File: src/rtl/display_pkg.sv
// Shared types and the hex-to-seven-segment decode table for the display
// scan controller. Segment vectors are active-low, bit 6 = a ... bit 0 = g.
package display_pkg;

  typedef logic [6:0] seg_t;
  typedef logic [3:0] nibble_t;

  localparam seg_t SEG_BLANK = 7'h7F;

  // Hex nibble to active-low segment pattern (b and d are lowercase glyphs).
  function automatic seg_t hex_to_seg(input nibble_t n);
    case (n)
      4'h0: return 7'b0000001;
      4'h1: return 7'b1001111;
      4'h2: return 7'b0010010;
      4'h3: return 7'b0000110;
      4'h4: return 7'b1001100;
      4'h5: return 7'b0100100;
      4'h6: return 7'b0100000;
      4'h7: return 7'b0001111;
      4'h8: return 7'b0000000;
      4'h9: return 7'b0000100;
      4'hA: return 7'b0001000;
      4'hB: return 7'b1100000;
      4'hC: return 7'b0110001;
      4'hD: return 7'b1000010;
      4'hE: return 7'b0110000;
      default: return 7'b0111000;  // 4'hF
    endcase
  endfunction

endpackage

File: src/rtl/scan_prescaler.sv
// Digit-slot prescaler: counts DIV cycles per slot while enabled and flags
// the last cycle of each slot. The count freezes while disabled.
module scan_prescaler #(
  parameter int DIV = 50000,
  localparam int CW = (DIV > 1) ? $clog2(DIV) : 1
) (
  input  logic          clk,
  input  logic          rst_n,
  input  logic          en,
  output logic          tick,
  output logic [CW-1:0] cnt
);

  localparam logic [CW-1:0] CNT_LAST = CW'(DIV - 1);

  assign tick = en && (cnt == CNT_LAST);

  // Free-running slot counter, wraps at DIV-1, holds while disabled.
  // NOTE: sequential state uses non-blocking assignments so every flop
  // samples pre-edge values regardless of block ordering.
  always_ff @(posedge clk or negedge rst_n) begin
    if (!rst_n) begin
      cnt <= '0;
    end else if (en) begin
      cnt <= (cnt == CNT_LAST) ? '0 : cnt + 1'b1;
    end
  end

endmodule

File: src/rtl/display_scan_ctrl.sv
// Time-multiplexed seven-segment scan controller for N_DIGITS common-anode
// digits. Host writes are buffered and committed only at frame boundaries
// (or immediately while the scan is disabled) so a frame never tears.
// Outputs are registered; each slot starts with a one-cycle dark guard.
// Optional build macro: DISPLAY_SCAN_LZB_EN enables leading-zero blanking.
module display_scan_ctrl
  import display_pkg::*;
#(
  parameter int N_DIGITS = 4,
  parameter int DIV      = 50000
) (
  input  logic                  clk,
  input  logic                  rst_n,
  input  logic                  en_i,
  input  logic                  load_i,
  input  logic [4*N_DIGITS-1:0] data_i,
  input  logic [N_DIGITS-1:0]   blank_i,
  output seg_t                  seg_o,
  output logic [N_DIGITS-1:0]   an_o,
  output logic                  pending_o,
  output logic                  frame_o
);

  localparam int IW = $clog2(N_DIGITS);
  localparam int CW = (DIV > 1) ? $clog2(DIV) : 1;
  localparam logic [IW-1:0] IDX_LAST = IW'(N_DIGITS - 1);

  logic                tick;
  logic [CW-1:0]       slot_cnt;
  logic [IW-1:0]       idx;
  logic                frame_tick;
  logic                commit_window;

  nibble_t             data_nib    [N_DIGITS];
  nibble_t             pend_nib    [N_DIGITS];
  logic [N_DIGITS-1:0] pend_blank;
  nibble_t             shadow_nib  [N_DIGITS];
  logic [N_DIGITS-1:0] shadow_blank;

  logic [N_DIGITS-1:0] anode_sel;
  logic                suppress;

  scan_prescaler #(.DIV(DIV)) u_prescaler (
    .clk  (clk),
    .rst_n(rst_n),
    .en   (en_i),
    .tick (tick),
    .cnt  (slot_cnt)
  );

  // The slot tick can only fire on the final count of a slot.
  assert property (@(posedge clk) disable iff (!rst_n)
                   tick |-> (slot_cnt == CW'(DIV - 1)));

  assign frame_tick    = tick && (idx == IDX_LAST);
  // Commits may land at a frame boundary or anywhere while the display is dark.
  assign commit_window = frame_tick || !en_i;

  // Digit index advances once per slot and wraps after the last digit.
  always_ff @(posedge clk or negedge rst_n) begin
    if (!rst_n) begin
      idx <= '0;
    end else if (tick) begin
      idx <= (idx == IDX_LAST) ? '0 : idx + 1'b1;
    end
  end

  // Split the host word into per-digit nibbles.
  // NOTE: every variable written here gets a default first, so no path
  // through the block can leave it unassigned and infer a latch.
  always_comb begin
    data_nib = '{default: '0};
    for (int k = 0; k < N_DIGITS; k++) begin
      data_nib[k] = data_i[4*k +: 4];
    end
  end

  // Pending payload capture; its contents only matter while pending_o is set.
  // NOTE: this storage has no reset on purpose -- the valid flag (pending_o)
  // qualifies it, so resetting the payload would only add reset fan-out.
  always_ff @(posedge clk) begin
    if (load_i) begin
      pend_nib   <= data_nib;
      pend_blank <= blank_i;
    end
  end

  // Pending valid flag and shadow (displayed) buffer; newest write wins.
  always_ff @(posedge clk or negedge rst_n) begin
    if (!rst_n) begin
      pending_o    <= 1'b0;
      shadow_nib   <= '{default: '0};
      shadow_blank <= '0;
    end else if (load_i && commit_window) begin
      pending_o    <= 1'b0;
      shadow_nib   <= data_nib;
      shadow_blank <= blank_i;
    end else if (load_i) begin
      pending_o    <= 1'b1;
    end else if (pending_o && commit_window) begin
      pending_o    <= 1'b0;
      shadow_nib   <= pend_nib;
      shadow_blank <= pend_blank;
    end
  end

  // Active-low one-hot anode for the current digit, plus its blanking decision.
  always_comb begin
    anode_sel      = '1;
    anode_sel[idx] = 1'b0;
    suppress       = shadow_blank[idx];
`ifdef DISPLAY_SCAN_LZB_EN
    begin
      logic significant_above;
      significant_above = 1'b0;
      for (int k = 0; k < N_DIGITS; k++) begin
        if ((k >= int'(idx)) && (shadow_nib[k] != '0) && !shadow_blank[k]) begin
          significant_above = 1'b1;
        end
      end
      // Digit 0 always shows, so a zero value still reads "0".
      if ((idx != '0) && !significant_above) begin
        suppress = 1'b1;
      end
    end
`endif
  end

  // Output registers: dark while disabled or on the guard cycle after a tick.
  always_ff @(posedge clk or negedge rst_n) begin
    if (!rst_n) begin
      an_o    <= '1;
      seg_o   <= SEG_BLANK;
      frame_o <= 1'b0;
    end else begin
      frame_o <= frame_tick;
      if (!en_i || tick) begin
        an_o  <= '1;
        seg_o <= SEG_BLANK;
      end else begin
        an_o  <= anode_sel;
        seg_o <= suppress ? SEG_BLANK : hex_to_seg(shadow_nib[idx]);
      end
    end
  end

endmodule
File: config.mk
export PLATFORM = sky130hd
export DESIGN_NAME = display_scan_ctrl
export DESIGN_NICKNAME = d
export VERILOG_FILES = /design/src/rtl/display_pkg.sv /design/src/rtl/scan_prescaler.sv /design/src/rtl/display_scan_ctrl.sv
export SDC_FILE = /design/constraint.sdc
export NUM_CORES = 1
export LEC_CHECK = 0
export ABC_CLOCK_PERIOD_IN_PS = 2100
export CELL_PAD_IN_SITES_DETAIL_PLACEMENT = 0
export CELL_PAD_IN_SITES_GLOBAL_PLACEMENT = 1
export CORE_MARGIN = 10
export CORE_UTILIZATION = 41
export CTS_CLUSTER_DIAMETER = 150
export DETAILED_ROUTE_END_ITERATION = 10
export PLACE_DENSITY_LB_ADDON = 0.25
export SLEW_MARGIN = 20
export SYNTH_ARGS = -nofsm -noshare
export SYNTH_HDL_FRONTEND = slang
export SYNTH_SLANG_ARGS = --single-unit
File: constraint.sdc
create_clock -name clk -period 2.1 [get_ports clk]
set_input_delay 0.315 -clock clk [delete_from_list [all_inputs] [get_ports clk]]
set_output_delay 0.315 -clock clk [all_outputs]
set_load 0.02 [all_outputs]
==> results of run 1 <==
through the flow:
| step | worst slack, ns | area (sq um) | cells | util [%] |
|---|---|---|---|---|
| finish | 0.1290 | 4180 | 456 | 51.13 |
| global placement | 0.1053 | 3975 | 436 | 48.62 |
| global route | 0.01462 | 4180 | 456 | 51.13 |
| floorplan | 0.1857 | 3430 | 291 | - |
| detailed placement | 0.05440 | 3975 | 436 | 48.62 |
| CTS | 0.03079 | 4149 | 452 | 50.75 |
kinds of logic after synthesis:
| family | synth area share (%) |
|---|---|
| multiplexers | 7.041 |
| AND/OR/NAND/NOR | 14.41 |
| AO/OA/AOI/OAI | 12.33 |
| buffers and inverters | 2.991 |
| adder cells (fa/ha/maj) | 4.013 |
| flip-flops | 55.13 |
| XOR/XNOR | 4.086 |
what timing repair did:
item                       4_1_cts  5_1_grt
hold buffers                     0        0
setup endpoints to repair        0        2
gates resized for setup          0        1
buffers inserted                 0        4
how the worst min path moves through the flow:
stage	slack [ns]	endpoint	cells past startpoint	startpoint
floorplan	0.02	frame_o	0	rst_n
global placement	0.47	shadow_nib[12]	2	rst_n
detailed placement	0.47	shadow_nib[12]	2	rst_n
CTS	0.1	shadow_nib[12]	2	rst_n
global route	0.13	shadow_nib[13]	2	rst_n
finish	0.08	shadow_nib[13]	2	rst_n
power breakdown:
part	internal [mW]	total, mW	leakage [nW]	switching, mW
Clock	0.455	0.977	0.0934	0.523
Combinational	0.319	0.607	0.798	0.289
Sequential	1.59	1.73	0.791	0.148
Total	2.36	3.32	1.68	0.959
per-layer routing:
layer / GRT usage [%] / up-vias
li1: - / 1164
met1: 17.95 / 1147
met2: 16.73 / 34
met3: 3.113 / 9
met4: 4.884 / 0
met5: 0 / -
synth_stat cells (2+ instances only):
cell type	number
nor2_1	31
xor2_1	8
o31ai_1	2
mux2i_1	5
mux4_2	5
inv_1	9
o21ai_0	20
mux2_2	7
ha_1	11
nand2_1	30
nor3_1	3
xnor2_1	8
dfrtp_1	40
edfxtp_1	20
dfstp_2	11
clkbuf_1	8
o22ai_1	2
a2bb2oi_1	19
o221ai_1	2
and4_1	3
a21oi_1	3
buf_4	3
nand4_1	4
nand3_1	6
or3_1	3
and2_1	2
cell type report:
cell class | instances | area (sq um) | area share, %
Clock buffer | 10 | 137.6 | 3.292
Timing Repair Buffer | 57 | 513.0 | 12.27
Multi-Input combinational cell | 198 | 1436 | 34.36
Sequential cell | 71 | 1892 | 45.26
Clock inverter | 6 | 36.28 | 0.8680
Tap cell | 105 | 131.4 | 3.143
Inverter | 9 | 33.78 | 0.8081
registers in the layout (all words and copies together) (netlist names):
| name | count |
|---|---|
| an_o | 4 |
| frame_o | 1 |
| idx | 2 |
| pend_blank | 4 |
| pend_nib | 16 |
| pending_o | 1 |
| seg_o | 7 |
| shadow_blank | 4 |
| shadow_nib | 16 |
| u_prescaler.cnt | 16 |
==> results.tsv, run 1 <==
stage	metric	value	unit
pwr	irDropWorstVdd	0.3219	mV
sta	rsz0062_at_grt	false	
detailed_routing	dr.max_layer_used	met4	
pwr	p_per_area	793.9	mW/mm^2
run	cap_violations	0	
layout	final_cell_mix	dfrtp_1 (39), clkdlybuf4s50_1 (35), nor2_1 (31)	
sta	finalMaxSlewViolations	0	
setup_path	timing.critical_path.from	pending_o	
floorplan	dieArea	0.01242	sq mm
synth	synth_cell_types	52	
detailed_routing	routed_wl	7411	microns
setup_path	reg2reg_setup_slack	0.13	ns
synth	synth_top_area_share	29.19	%
synth	ys_seq_area_share	55.13	%
setup_path	cp_cell_sequence	clkdlybuf4s50_1	
sta	period_needed	1.971	ns
synth	ys.warnings.count	0	
clock_tree	cts_root_buf	clkbuf_8	
layout	fillers	762	
detailed_routing	drc	0	
layout	final_common_cell	dfrtp_1	
layout	drive_above_1_share	19.37	%
global_route	antenna_found_initial	0	
detailed_routing	first_pass_iters	4	
sta	setup_viol	0	
detailed_routing	drtIter0Drc	158	
detailed_routing	vias_per_cell	5.162	
floorplan	die_x	111.5	microns
clock_tree	clk_latency	0.35	ns
synth	syn_area_per_cell	11.79	sq um
detailed_routing	wl_per_cell	16.25	microns
sta	hold_viol_final	0	
setup_path	worst_r2r_path_depth	5	
clock_tree	clock-sinks	71	
run_status	run_status	completed	
setup_path	reg2reg_to	seg_o[4]	
sta	slew_headroom	57.15	%
layout	final_nets	381	
setup_path	path_class	reg -> out	
setup_path	crit_buf_inv	1	
detailed_routing	wl_met3	261	microns
clock_tree	htreeDepth	3	
placement	gp_congestion	0.8002	
synth	netlist_top_cells_area	dfrtp_1 (29%), edfxtp_1 (18%), dfstp_2 (8.4%)	
sta	finClkSkew	0.01537	ns
placement	io_buffers	36	
detailed_routing	postRouteAntennaNets	0	
synth	ys.flop_type	dfrtp_1	
placement	dp_hpwl	5207	microns
clock_tree	clkSlewWorstSetupHoldPaths	0.08	ns
setup_path	critPathLaunchType	register	
synth	syn_nets	326	
sta	fmax	507.4	MHz
floorplan	die_h	111.5	microns
synth	async_flop_share	71.83	%
sta	whs	0.07686	ns
synth	netlist_instances	291	
floorplan	initial_core_util	41.95	%
setup_path	slowest_stage	clkdlybuf4s50_1	
sta	finalSetupTns	0	ns
setup_path	slowest_delay	0.69	ns
layout	diodes	0	
setup_path	r2r_start	idx[0]	
global_route	grt_pass1_wl	12670	microns
setup_path	critPathMaxFanout	13	
setup_path	path_depth	1	
setup_path	crit_family	buffers and inverters	
synth	synth_edf_count	20	
layout	synthToLayoutAreaGrowth	21.89	%
synth	synth-seq-cells	71	
setup_path	end_kind	primary output	
global_route	overflow	0	
floorplan	io_pins	37	
global_route	grt_pass1_vias	2376	
pwr	p_total	3.319	mW
setup_path	endpoint	pending_o	
detailed_routing	via_count	2354	
clock_tree	clock_tree.buffer_depth	2	
min_path	worstHoldPathType	in -> async	
floorplan	row_count	33	
detailed_routing	wl_met2	3125	microns
detailed_routing	drt-met1-wl	3903	microns
setup_path	arrival	1.66	ns
clock_tree	cts_buffers	9	
floorplan	core	0.008175	sq mm
synth	yosysTopAreaCell	dfrtp_1	
global_route	grtUsageTotal	12.28	%
clock_tree	cts_tree	done	
pwr	p_leak	1.683	nW
setup_path	required	1.78	ns
sta	fin_crit_sh	93.86	%
sta	worstMarginPinSlew	0.6428	ns
global_route	grt_max_degree	52	
synth	syn_area	0.003430	sq mm
(Power assumes the default switching activity.)
==> inputs of run 2 (changes only) <==
--- a/config.mk
+++ b/config.mk
@@ -6,6 +6,7 @@
 export NUM_CORES = 1
 export LEC_CHECK = 0
 export ABC_CLOCK_PERIOD_IN_PS = 2100
+export CAP_MARGIN = 20
 export CELL_PAD_IN_SITES_DETAIL_PLACEMENT = 0
 export CELL_PAD_IN_SITES_GLOBAL_PLACEMENT = 1
 export CORE_MARGIN = 10
==> results of run 2 <==
The final DEF is identical to that of run 1; final timing and power are the same.
==> inputs of run 3 (changes only) <==
--- a/config.mk
+++ b/config.mk
@@ -5,14 +5,16 @@
 export SDC_FILE = /design/constraint.sdc
 export NUM_CORES = 1
 export LEC_CHECK = 0
+export ABC_AREA = 1
 export ABC_CLOCK_PERIOD_IN_PS = 2100
 export CAP_MARGIN = 20
 export CELL_PAD_IN_SITES_DETAIL_PLACEMENT = 0
 export CELL_PAD_IN_SITES_GLOBAL_PLACEMENT = 1
 export CORE_MARGIN = 10
-export CORE_UTILIZATION = 41
+export CORE_UTILIZATION = 43
 export CTS_CLUSTER_DIAMETER = 150
 export DETAILED_ROUTE_END_ITERATION = 10
+export DONT_BUFFER_PORTS = 1
 export PLACE_DENSITY_LB_ADDON = 0.25
 export SLEW_MARGIN = 20
 export SYNTH_ARGS = -nofsm -noshare
==> results.tsv, run 3 <==
stage	metric	value	unit	change
run	cap_violations	0		unchanged
setup_path	timing.critical_path.from	idx[1]		was pending_o
pwr	p_leak	1.980	nW	was 1.683 nW
floorplan	io_pins	37		unchanged
placement	gp_congestion	0.7905		was 0.8002
setup_path	r2r_start	idx[1]		was idx[0]
layout	multi_input_area	0.001334	sq mm	was 0.001436 sq mm
setup_path	critPathLaunchType	register		unchanged
layout	final_nets	477		was 381
setup_path	slowest_delay	0.51	ns	was 0.69 ns
pwr	irDropWorstVdd	0.4111	mV	was 0.3219 mV
placement	place_inst	528		was 436
setup_path	arrival	2.12	ns	was 1.66 ns
pwr	p_total	3.681	mW	was 3.319 mW
layout	final_cell_area	0.003920	sq mm	was 0.004180 sq mm
setup_path	path_depth	9		was 1
layout	regArea	0.001891	sq mm	was 0.001892 sq mm
setup_path	cp_common_cell	inv_1		
layout	final_cell_mix	nand2_1 (141), nor2_1 (72), inv_1 (59)		was dfrtp_1 (39), clkdlybuf4s50_1 (35), nor2_1 (31)
min_path	worstHoldPathType	in -> reg		was in -> async
synth	netlist_top_cells_area	dfrtp_1 (28%), edfxtp_1 (17%), nand2_1 (15%)		was dfrtp_1 (29%), edfxtp_1 (18%), dfstp_2 (8.4%)
synth	synth_top_family_by_area	simple AND/OR/NAND/NOR gates		unchanged
synth	ys.flop_type	dfrtp_1		unchanged
placement	placed_area	0.003608	sq mm	was 0.003975 sq mm
layout	layout.cells.non_filler	549		was 456
setup_path	required	2.33	ns	was 1.78 ns
global_route	grtUsageTotal	12.80	%	was 12.28%
synth	syn_area	0.003513	sq mm	was 0.003430 sq mm
setup_path	crit_family	flip-flops		was buffers and inverters
floorplan	core	0.007848	sq mm	was 0.008175 sq mm
layout	largest_registers	pend_nib: 16 flops, shadow_nib: 16 flops, u_prescaler.cnt: 16 flops		unchanged
sta	fmax	529.8	MHz	was 507.4 MHz
pwr	p_per_area	939.1	mW/mm^2	was 793.9 mW/mm^2
global_route	grt_max_degree	52		unchanged
global_route	antenna_found_initial	0		unchanged
sta	whs	0.06161	ns	was 0.07686 ns
sta	fin_crit_sh	89.89	%	was 93.86%
layout	diodes	0		unchanged
sta	finalMaxSlewViolations	0		unchanged
synth	yosysTopAreaCell	dfrtp_1		unchanged
synth	ys_seq_area_share	53.81	%	was 55.13%
clock_tree	htreeDepth	3		unchanged
setup_path	end_kind	register		was primary output
layout	final_common_cell	nand2_1		was dfrtp_1
setup_path	path_class	reg -> reg		was reg -> out
sta	period_needed	1.888	ns	was 1.971 ns
sta	setup_viol	0		unchanged
setup_path	slowest_stage	dfrtp_1		was clkdlybuf4s50_1
sta	finClkSkew	0.009812	ns	was 0.01537 ns
placement	dp_hpwl	5036	microns	was 5207 microns
detailed_routing	vias_per_cell	4.699		was 5.162
synth	synthAdderAreaFrac	3.917	%	was 4.013%
synth	syn_area_per_cell	8.133	sq um	was 11.79 sq um
sta	finalSetupTns	0	ns	unchanged
clock_tree	cts_buffers	9		unchanged
floorplan	die_h	110.4	microns	was 111.5 microns
run_status	run_status	completed		unchanged
setup_path	reg2reg_setup_slack	0.21	ns	was 0.13 ns
clock_tree	clock-sinks	71		unchanged
detailed_routing	drtIter0Drc	147		was 158
clock_tree	clock_tree.buffer_depth	2		unchanged
synth	synth_edf_count	20		unchanged
detailed_routing	wl_per_cell	13.20	microns	was 16.25 microns
synth	synthXorXnorAreaFrac	0.9972	%	was 4.086%
clock_tree	cts_tree	done		unchanged
layout	synthToLayoutAreaGrowth	11.57	%	was 21.89%
floorplan	row_count	32		was 33
synth	synth_top_area_share	28.49	%	was 29.19%
global_route	overflow	0		unchanged
detailed_routing	drc	0		unchanged
clock_tree	cts_root_buf	clkbuf_8		unchanged
global_route	grt_pass1_vias	2453		was 2376
detailed_routing	postRouteAntennaNets	0		unchanged
sta	worstMarginPinSlew	0.4836	ns	was 0.6428 ns
global_route	grt_pass1_wl	12370	microns	was 12670 microns
synth	netlist_instances	432		was 291
detailed_routing	routed_wl	7249	microns	was 7411 microns
synth	synthTopCellsByCount	nand2_1 (142), nor2_1 (72), inv_1 (60)		was dfrtp_1 (40), nor2_1 (31), nand2_1 (30)
setup_path	endpoint	seg_o[6]		was pending_o
synth	yosys.area_share.simple	28.17	%	was 14.41%
synth	syn_nets	467		was 326
sta	slew_headroom	67.64	%	was 57.15%
setup_path	reg2reg_to	seg_o[6]		was seg_o[4]
layout	fillers	782		was 762
floorplan	initial_core_util	44.77	%	was 41.95%
synth	synth_cell_types	29		was 52
setup_path	critPathMaxFanout	9		was 13
setup_path	worst_r2r_path_depth	9		was 5
clock_tree	clk_latency	0.34	ns	was 0.35 ns
floorplan	dieArea	0.01219	sq mm	was 0.01242 sq mm
detailed_routing	via_count	2580		was 2354
sta	hold_viol_final	0		unchanged
synth	ys.warnings.count	0		unchanged
setup_path	cp_cell_sequence	inv_1, nand3_1, nand2_1, inv_1, ha_1, inv_1, nor2_1, o21ai_0, o2111ai_1		was clkdlybuf4s50_1
placement	io_buffers	0		was 36
setup_path	crit_buf_inv	3		was 1
synth	muxShareOfSynthArea	0	%	was 7.041%
synth	synth-seq-cells	71		unchanged
sta	rsz0062_at_grt	false		unchanged
detailed_routing	first_pass_iters	4		unchanged
synth	synth-compound-area-share	4.808	%	was 12.33%
synth	yosysMostFrequentCell	nand2_1		was dfrtp_1
floorplan	die_x	110.4	microns	was 111.5 microns
synth	async_flop_share	71.83	%	unchanged
layout	drive_above_1_share	9.620	%	was 19.37%
clock_tree	clkSlewWorstSetupHoldPaths	0.08	ns	about the same
## run 3: changes by cell type after synthesis, sizes merged, moves of 8 or more
cell,change
inv,+51
a2bb2oi,-19
nor2,+41
o21ai,-9
xnor2,-8
nand2,+114
nand3,+13
## run 3: how the worst min path moves through the flow
stage	slack (ns)	depth (start not counted)	endpoint	from
after floorplan	0.02	0	frame_o	rst_n
after global placement	0.02	0	u_prescaler.cnt[10]	rst_n
after detailed placement	0.02	0	u_prescaler.cnt[10]	rst_n
after CTS	0.04	1	u_prescaler.cnt[0]	en_i
after global routing	0.03	1	u_prescaler.cnt[0]	en_i
final	0.06	0	pend_nib[2]	data_i[14]
## run 3: worst reg2reg max path: cells and delay by family (launching register included)
kind                     cells  cell delay, ns
AND/OR/NAND/NOR              3            0.37
buffers and inverters        3            0.39
AO/OA/AOI/OAI                2            0.29
adder cells (fa/ha/maj)      1            0.22
flip-flops                   1            0.51
## run 3: metrics by stage
stage | setup WS [ns] | utilization [%]
floorplan | 0.5198 | -
global placement | 0.2323 | 45.98
detailed placement | 0.2258 | 45.98
CTS | 0.1995 | 49.59
global route | 0.02431 | 49.95
finish | 0.2124 | 49.95
## run 3: power by group
group          internal [mW]  leakage [nW]  switching [mW]
clock network          0.793         0.123           0.540
logic                  0.204          1.06           0.346
registers               1.63         0.800           0.168
total                   2.63          1.98            1.05
## run 3: repair_timing
| item | in CTS | in global routing |
|---|---|---|
| setup buffers | 0 | 3 |
| endpoints found under the hold margin | 51 | 0 |
| setup endpoints to repair | 0 | 5 |
| gates resized for setup | 0 | 2 |
| hold buffers | 2 | 0 |
## run 3: cell type report
type                    instances  share of cell area, %
flip-flops and latches         71                  48.23
multi-input cells             290                  34.02
inverters                      61                  5.937
well taps                     102                  3.256
clock buffers                   9                  3.160
clock inverters                 7                  3.096
repair buffers                  9                  2.298
## run 3: per-layer routing
layer | track usage, % | vias up | wire length (microns)
met5 | 0 | - | 0
met4 | 5.505 | 0 | 48
met3 | 3.889 | 4 | 439
met2 | 18.52 | 41 | 3083
met1 | 17.33 | 1176 | 3677
li1 | - | 1359 | -
## run 3: logic make-up (layout without fill, tap and decap cells)
logic type	after synthesis	in the layout
simple gates	248	248
flops	71	71
buf+inv	71	86
compound gates	27	27
fa+ha+maj	11	11
xor+xnor	4	4
